<file path="src/rtl/branch_pred_pkg.sv">
// Shared definitions for the dynamic branch predictor: counter state names
// and saturating counter arithmetic.
package branch_pred_pkg;

  localparam int CNT_MAX_W = 8;

  localparam int SNT = 0;
  localparam int WNT = 1;
  localparam int WT  = 2;
  localparam int ST  = 3;

  function automatic logic [CNT_MAX_W-1:0] sat_inc(input logic [CNT_MAX_W-1:0] cnt,
                                                   input int unsigned width);
    int unsigned lim;
    lim = (32'd1 << width) - 32'd1;
    if (32'(cnt) >= lim) return cnt;
    return cnt + CNT_MAX_W'(1);
  endfunction

  function automatic logic [CNT_MAX_W-1:0] sat_dec(input logic [CNT_MAX_W-1:0] cnt,
                                                   input int unsigned width);
    if (cnt == '0 || width == 0) return cnt;
    return cnt - CNT_MAX_W'(1);
  endfunction

endpackage

</file>
<file path="src/rtl/bp_sat_counter.sv">
// One BHT entry: CNT_W-bit saturating up/down counter, reset to weakly-not-taken.
module bp_sat_counter
  import branch_pred_pkg::*;
#(
  parameter int CNT_W = 2
) (
  input  logic             clk,
  input  logic             rst_n,
  input  logic             en,
  input  logic             up,
  output logic [CNT_W-1:0] cnt
);

  localparam logic [CNT_W-1:0] CNT_RST = CNT_W'((1 << (CNT_W - 1)) - 1);

  logic [CNT_W-1:0] cnt_q, cnt_d;

  always_comb begin
    cnt_d = cnt_q;
    if (en) begin
      if (up) cnt_d = CNT_W'(sat_inc(CNT_MAX_W'(cnt_q), CNT_W));
      else    cnt_d = CNT_W'(sat_dec(CNT_MAX_W'(cnt_q), CNT_W));
    end
  end

  always_ff @(posedge clk or negedge rst_n) begin
    if (!rst_n) cnt_q <= CNT_RST;
    else        cnt_q <= cnt_d;
  end

  assign cnt = cnt_q;

endmodule

</file>
<file path="src/rtl/dynamic_branch_predictor.sv">
// Fetch-stage predictor: tagless BHT of saturating counters plus direct-mapped tagged BTB.
// Define GSHARE_EN to xor a global history register into the BHT index.
module dynamic_branch_predictor
  import branch_pred_pkg::*;
#(
  parameter int PC_W     = 16,
  parameter int IDX_BITS = 3,
  parameter int CNT_W    = 2
) (
  input  logic                clk,
  input  logic                rst_n,
  input  logic [PC_W-1:0]     PC_curr,
  output logic                predicted_taken,
  output logic [PC_W-1:0]     predicted_target,
  output logic [IDX_BITS-1:0] pred_ghr,
  input  logic [PC_W-1:0]     IF_ID_PC_curr,
  input  logic [IDX_BITS-1:0] upd_ghr,
  input  logic                wen_BHT,
  input  logic                wen_BTB,
  input  logic                actual_taken,
  input  logic [PC_W-1:0]     actual_target
);

  localparam int ENTRIES = 1 << IDX_BITS;
  localparam int TAG_W   = PC_W - IDX_BITS - 1;

  typedef struct packed {
    logic             valid;
    logic [TAG_W-1:0] tag;
    logic [PC_W-1:0]  target;
  } btb_entry_t;

  logic [IDX_BITS-1:0] look_idx, upd_idx, bht_look_idx, bht_upd_idx;
  logic [TAG_W-1:0]    look_tag, upd_tag;

  assign look_idx = PC_curr[IDX_BITS:1];
  assign upd_idx  = IF_ID_PC_curr[IDX_BITS:1];
  assign look_tag = PC_curr[PC_W-1:IDX_BITS+1];
  assign upd_tag  = IF_ID_PC_curr[PC_W-1:IDX_BITS+1];

`ifdef GSHARE_EN
  logic [IDX_BITS-1:0] ghr_q, ghr_d;

  always_comb begin
    ghr_d = ghr_q;
    if (wen_BHT) ghr_d = (ghr_q << 1) | IDX_BITS'(actual_taken);
  end

  always_ff @(posedge clk or negedge rst_n) begin
    if (!rst_n) ghr_q <= '0;
    else        ghr_q <= ghr_d;
  end

  // Updates use the history that was live when the branch was predicted.
  assign bht_look_idx = look_idx ^ ghr_q;
  assign bht_upd_idx  = upd_idx ^ upd_ghr;
  assign pred_ghr     = ghr_q;
`else
  logic unused_upd_ghr;
  assign unused_upd_ghr = ^upd_ghr;
  assign bht_look_idx   = look_idx;
  assign bht_upd_idx    = upd_idx;
  assign pred_ghr       = '0;
`endif

  logic unused_upd_lsb;
  assign unused_upd_lsb = IF_ID_PC_curr[0];

  logic [CNT_W-1:0] cnt_all [ENTRIES];

  for (genvar i = 0; i < ENTRIES; i++) begin : g_bht
    bp_sat_counter #(.CNT_W(CNT_W)) u_cnt (
      .clk   (clk),
      .rst_n (rst_n),
      .en    (wen_BHT && (bht_upd_idx == IDX_BITS'(i))),
      .up    (actual_taken),
      .cnt   (cnt_all[i])
    );
  end

  // Only the MSB drives prediction; the low bits are hysteresis.
  logic unused_cnt;
  always_comb begin
    unused_cnt = 1'b0;
    for (int i = 0; i < ENTRIES; i++) unused_cnt = unused_cnt ^ (^cnt_all[i]);
  end

  btb_entry_t btb_q [ENTRIES];

  always_ff @(posedge clk or negedge rst_n) begin
    if (!rst_n) begin
      for (int i = 0; i < ENTRIES; i++) btb_q[i] <= '0;
    end else if (wen_BTB) begin
      btb_q[upd_idx] <= '{valid: 1'b1, tag: upd_tag, target: actual_target};
    end
  end

  btb_entry_t look_entry;
  logic       btb_hit, dir_taken;

  assign look_entry       = btb_q[look_idx];
  assign btb_hit          = look_entry.valid && (look_entry.tag == look_tag);
  assign dir_taken        = cnt_all[bht_look_idx][CNT_W-1];
  assign predicted_taken  = dir_taken && btb_hit;
  assign predicted_target = predicted_taken ? look_entry.target : PC_curr + PC_W'(2);

endmodule
</file>
<file path="config.mk">
export PLATFORM = sky130hd
export DESIGN_NAME = dynamic_branch_predictor
export DESIGN_NICKNAME = d
export VERILOG_FILES = /design/src/rtl/branch_pred_pkg.sv /design/src/rtl/bp_sat_counter.sv /design/src/rtl/dynamic_branch_predictor.sv
export SDC_FILE = /design/constraint.sdc
export NUM_CORES = 1
export LEC_CHECK = 0
export BUFFER_PORTS_ARGS = -buffer_cell sky130_fd_sc_hd__buf_2
export CAP_MARGIN = 10
export CORE_MARGIN = 5
export CORE_UTILIZATION = 64
export DETAILED_ROUTE_END_ITERATION = 8
export PLACE_DENSITY = 0.8
export SLEW_MARGIN = 20
export SYNTH_ARGS = -nofsm -noshare
export SYNTH_HDL_FRONTEND = slang
export SYNTH_SLANG_ARGS = --single-unit
</file>
<file path="constraint.sdc">
create_clock -name clk -period 9.8 [get_ports clk]
set_input_delay 1.96 -clock clk [delete_from_list [all_inputs] [get_ports clk]]
set_output_delay 1.96 -clock clk [all_outputs]
set_load 0.05 [all_outputs]
</file>
Yosys cells after proc, flatten, opt, wreduce, memory -nomap -nowiden
Index checks and enable logic that the tools add are counted. Widths: inputs -> output; s select.

Register bits after elaboration: 248.

Eq/ne operators: 24. Bitwise gates (word level): 2. Multiplexer cells: 82. Order comparisons: 11. Reduce and logical (&&, ||, !) cells: 28. Add/sub/neg operators: 17.

Operators by type and width (count): $bwmux 232 (1); $bmux 29 s3 (1); $demux 29 s3 (1); $mux 29 (3); $mux 2 (26); $mux 1 (48); $ne 3x3->1 const B (16); $reduce_and 3->1 (8); $add 16x2->16 const B (1); $add 2x1->2 const B (8); $ge 2x2->1 const B (8); $logic_not 2->1 (8); $mux 16 (1); $sub 2x1->2 const B (8); $eq 12x12->1 (1); $eq 3x3->1 const B (4); $logic_and 1x1->1 (11); $ge 4x4->1 const B (2); $not 3->4 (2); $bmux 2 s3 (1); $eq 3x2->1 const B (2); $lt 4x1->1 const B (1); $eq 3x1->1 const B (1); $logic_not 3->1 (1).

Depth between registers and ports, before layout
Depth after elaboration: 8. Depth in mapped cells: 11. Depth with buffers taken out: 7.

Hierarchy
A second synthesis with hierarchy kept.

Cells, all modules: 818. Area, all modules: 11930.2 um2.

By module, submodules not included: dynamic_branch_predictor (seq. area each 5805.6 um2, area an instance 11019.3 um2, instances 1, cells each 730); bp_sat_counter (seq. area each 51.3 um2, area an instance 113.9 um2, instances 8, cells each 11).

Worst setup path before layout
Ideal clock, no wire load.

Kind: input to output. Start point: in PC_curr[1]. End point: out predicted_target[10]. Cell stages on the path: 9. Data arrival time: 4.642 ns. Required time: 7.840 ns. Setup slack: 3.198 ns. Cells stage by stage: buf_6 buf_12 mux4_2 mux2i_1 xor2_1 nand4_2 nor3_4 buf_8 mux2i_1.

Longest elaborated chain between the ends: 8. Elaborated cells between the ends (all ways): 12.

RTL lines: from (decl) (RTL line dynamic_branch_predictor.sv:12) `input logic [PC_W-1:0] PC_curr,`; $not 3->4 (not written as such) (RTL line dynamic_branch_predictor.sv:101, dynamic_branch_predictor.sv:103); $bmux 29 s3 (RTL line dynamic_branch_predictor.sv:101) `assign look_entry = btb_q[look_idx];`; $mux 29 (not written as such) (2 in series) (RTL line dynamic_branch_predictor.sv:101); $eq 12x12->1 (RTL line dynamic_branch_predictor.sv:102) `assign btb_hit = look_entry.valid && (look_entry.tag == look_tag);`; $logic_and 1x1->1 (RTL line dynamic_branch_predictor.sv:102); $logic_and 1x1->1 (RTL line dynamic_branch_predictor.sv:104) `assign predicted_taken = dir_taken && btb_hit;`; $mux 16 * (RTL line dynamic_branch_predictor.sv:105) `assign predicted_target = predicted_taken ? look_entry.target : PC_curr + PC_W'(2);`; to (decl) (RTL line dynamic_branch_predictor.sv:14) `output logic [PC_W-1:0] predicted_target,`.

Mark *: on every way between the ends. The rest lies on a longest branch, timed or not. The select of a mux whose other input is x is not followed.

Final worst setup path
Start point: in PC_curr[2]. End point: out predicted_target[8].

Same word-level chain as after synthesis.

==> impl_results.md <==
- Initial Util: 65.3%
- Synth Area in Compound Gates: 2.83%
- Data arrival, critical path: 5.54 ns
- Simple-gate area share of the yosys netlist: 4.47%
- CTS Sinks: 248
- H-tree Lvls: 1
- Count of final hold-check violations: 0
- CORE AREA: 18000 sq um
- Mapped Cells: 817
- Startpoint types: primary input
- Die Area: 21200 sq um
- Fin worst setup slack: 2.30 ns
- Drt pass-1 iters: 5
- Antenna diode count: 0
- # DRC: 0
- NumNets Final: 931
- Post-CTS resize count: 0
- CP Capture Type: primary output
- Worst-margin pin slew: 1.10 ns
- HPWL after detailed placement: 16300 microns
- Number of fill cells in the layout: 1162
- Pwr dens: 215 nW/um^2
- Total negative slack: 0 ns
- # port buffers: 68
- CTS Buffer Depth: 3
- Routability cong.: 0.799
- # IOs: 76
- Root Buffer: clkbuf_16
- Post-synthesis sequential area ratio: 52.8%
- DP Worst Slack: 2.32 ns
- Die width: 146 microns
- Via count: 7095
- FF-to-FF Start: g_bht[2].u_cnt.cnt[0]$_DFFE_PN1P_
- CP max FO: 30
- Via-to-Cell Ratio: 6.33
- MaxCap Viol Count: 0
- Period utilization: 76.5%
- DR iter-0 viols: 453
- Post-layout minimum cycle time: 7.50 ns
- EDFF count, synth: 0
- Final Setup Violations: 0
- WL per Instance: 23.6 microns
- Layout cells sized above 1: 46.4%
- Synth Register Bits: 248
- First-pass GRT wire length: 43600 microns
- Synth cell types: 44
- Synth warnings: 0
- XOR/XNOR share of the synthesized area: 1.86%
- Initial antenna violation count: 1
- Vias in the first global route: 7861
- Share of flip-flops with an asynchronous set or reset: 100%
- GRT Util Overall: 25.4%
- Clock transition at path regs: 0.06 ns
- RSZ-0062 raised after global routing: no
- Adder-Cell Fraction of Synth Area: 0.106%
- Crit Path Category: in -> out
- Min-delay src: btb_q[57]$_DFFE_PN0P_
- Syn_area_per_cell: 14.4 sq um
- TritonCTS buffer count: 26
- Cell area after synthesis: 11800 sq um
- Ys flop type: dfrtp_1
- Crit path launch: PC_curr[2]
- Die extent in y: 146 microns
- Worst Hold Class: reg -> reg
- P_leak: 0.00558 uW
- CTS tree: built
- Hold Path Depth: 1
- Multi-input combinational cell area: 5310 sq um
- Peak supply drop: 156 uV
- Setup Buffers After CTS: 0
- Multiplexer share of the synthesized area: 35.5%
- Drt total wl: 26500 microns
- Skew final: 0.00176 ns
- Slew Limit Headroom: 26.4%
- Rows: 49
- DRT antenna net count: 0
- CTS Hold Bufs: 0
- Status: finished clean
- Reg2reg path depth: 2
- Pins Over Slew Limit: 0
- Area added between synthesis and finish: 11.2%
- Max Fclk: 133 MHz
- Worst-Skew Late Latency: 0.52 ns
- Largest net degree at the start of global routing: 114
- Largest family of logic cells by synthesized area: multiplexers
- Register area: 6220 sq um
- Grt ovf: 0
- CP required: 7.84 ns
-- report_power, final --
| group | switching [uW] | internal (uW) |
|---|---|---|
| combinational | 214 | 292 |
| clock | 381 | 567 |
| sequential | 113 | 1240 |
| total | 707 | 2100 |
-- routing by layer --
layer	GRT usage, %	wire length, microns
met2	42.8	13400
met5	0	20
met3	4.05	1290
met4	5.83	556
met1	35.4	11300
-- cells in the mapped netlist, types with 2 or more instances --
cell	n	area (sq um)
dfrtp_1	240	6010
mux2_2	230	2590
mux2i_1	52	521
mux4_2	46	1040
o21ai_0	23	115
nor2_1	22	82.6
clkbuf_1	21	78.8
nand2_1	21	78.8
xor2_1	16	140
buf_2	13	65.1
nand3_1	13	65.1
buf_1	12	45.0
a21oi_1	11	55.1
xnor2_1	9	78.8
dfstp_2	8	210
nand2b_1	8	50.1
nand4_1	7	43.8
nor2b_1	7	43.8
and3_1	5	31.3
or2_2	5	31.3
a221oi_1	4	35.0
a211oi_1	3	22.5
buf_4	3	22.5
inv_1	3	11.3
nor3_1	3	15.0
nor3b_1	3	22.5
o211ai_1	3	22.5
o22ai_1	3	18.8
a22o_1	2	17.5
a31oi_1	2	12.5
buf_6	2	22.5
mux2_4	2	30.0
nand3b_1	2	15.0
nand4_2	2	25.0
o31ai_1	2	15.0
-- cell type report --
class	count	area share, %
Clock buffer	43	6.00
Clock inverter	2	0.268
Inverter	4	0.115
Multi-Input combinational cell	514	40.5
Sequential cell	248	47.5
Tap cell	229	2.19
Timing Repair Buffer	80	3.41
-- through the flow --
| stage | area [sq um] | utilization [%] | power (uW) | std cells | hold WS (ns) |
|---|---|---|---|---|---|
| 5_1_grt | 13100 | 72.6 | 2940 | 1120 | 0.487 |
| 4_1_cts | 13100 | 72.6 | 2840 | 1120 | 0.471 |
| 3_5_place_dp | 12300 | 68.1 | 1880 | 1075 | 0.453 |
| 2_1_floorplan | 11800 | - | 1720 | 819 | 0.435 |
| 6_report | 13100 | 72.6 | 2810 | 1120 | 0.471 |
| 3_3_place_gp | 12300 | 68.0 | 1820 | 1074 | 0.450 |
-- cell families (layout without fill, tap and decap cells) --
group,after synthesis,after routing
xor gates and xnor gates,25,25
other,1,3
DFF,248,248
AOI/OAI and AO/OA,55,55
muxes,330,330
and+or+nand+nor,100,100
adders and majority gates,1,1
buffers and inverters,57,129
-- final timing paths --
| check | to | slack (ns) |
|---|---|---|
| min in group asynchronous | g_bht[7].u_cnt.cnt[1]$_DFFE_PN0P_ | 1.44 |
| min reg2reg | btb_q[57]$_DFFE_PN0P_ | 0.47 |
| max | predicted_target[8] | 2.30 |
| max reg2reg | g_bht[2].u_cnt.cnt[0]$_DFFE_PN1P_ | 8.68 |
| max in group asynchronous | btb_q[130]$_DFFE_PN0P_ | 6.14 |
| min | btb_q[57]$_DFFE_PN0P_ | 0.47 |
-- cells in the final DEF (no fill, tap or decap), types with 4 or more instances in the layout --
cell type	n
dfstp_2	8
nand4_1	7
xnor2_1	9
clkbuf_16	27
dfrtp_1	240
mux2_2	230
or2_2	5
buf_2	66
and3_1	5
mux2i_1	52
nand2_1	21
mux4_2	46
buf_4	12
nand3_1	11
nor2b_1	6
o21ai_0	23
clkbuf_8	5
nor2_1	21
xor2_1	16
nand2b_1	8
a221oi_1	4
clkbuf_1	11
a21oi_1	11
-- worst max-delay path, stage by stage --
cell and delay, ns:
buf_2 0.62, buf_4 0.55, and2_1 0.36, a221oi_1 0.16, xnor2_1 0.22, nand4_2 0.17
nor3_4 0.50, buf_4 0.37, mux2i_1 0.29, buf_2 0.31
-- state kept, by name (all words and copies together), names as in the netlist --
signal and count:
btb_q 232, g_bht.u_cnt.cnt 16
No activity file was read; power rests on OpenSTA's default activity.
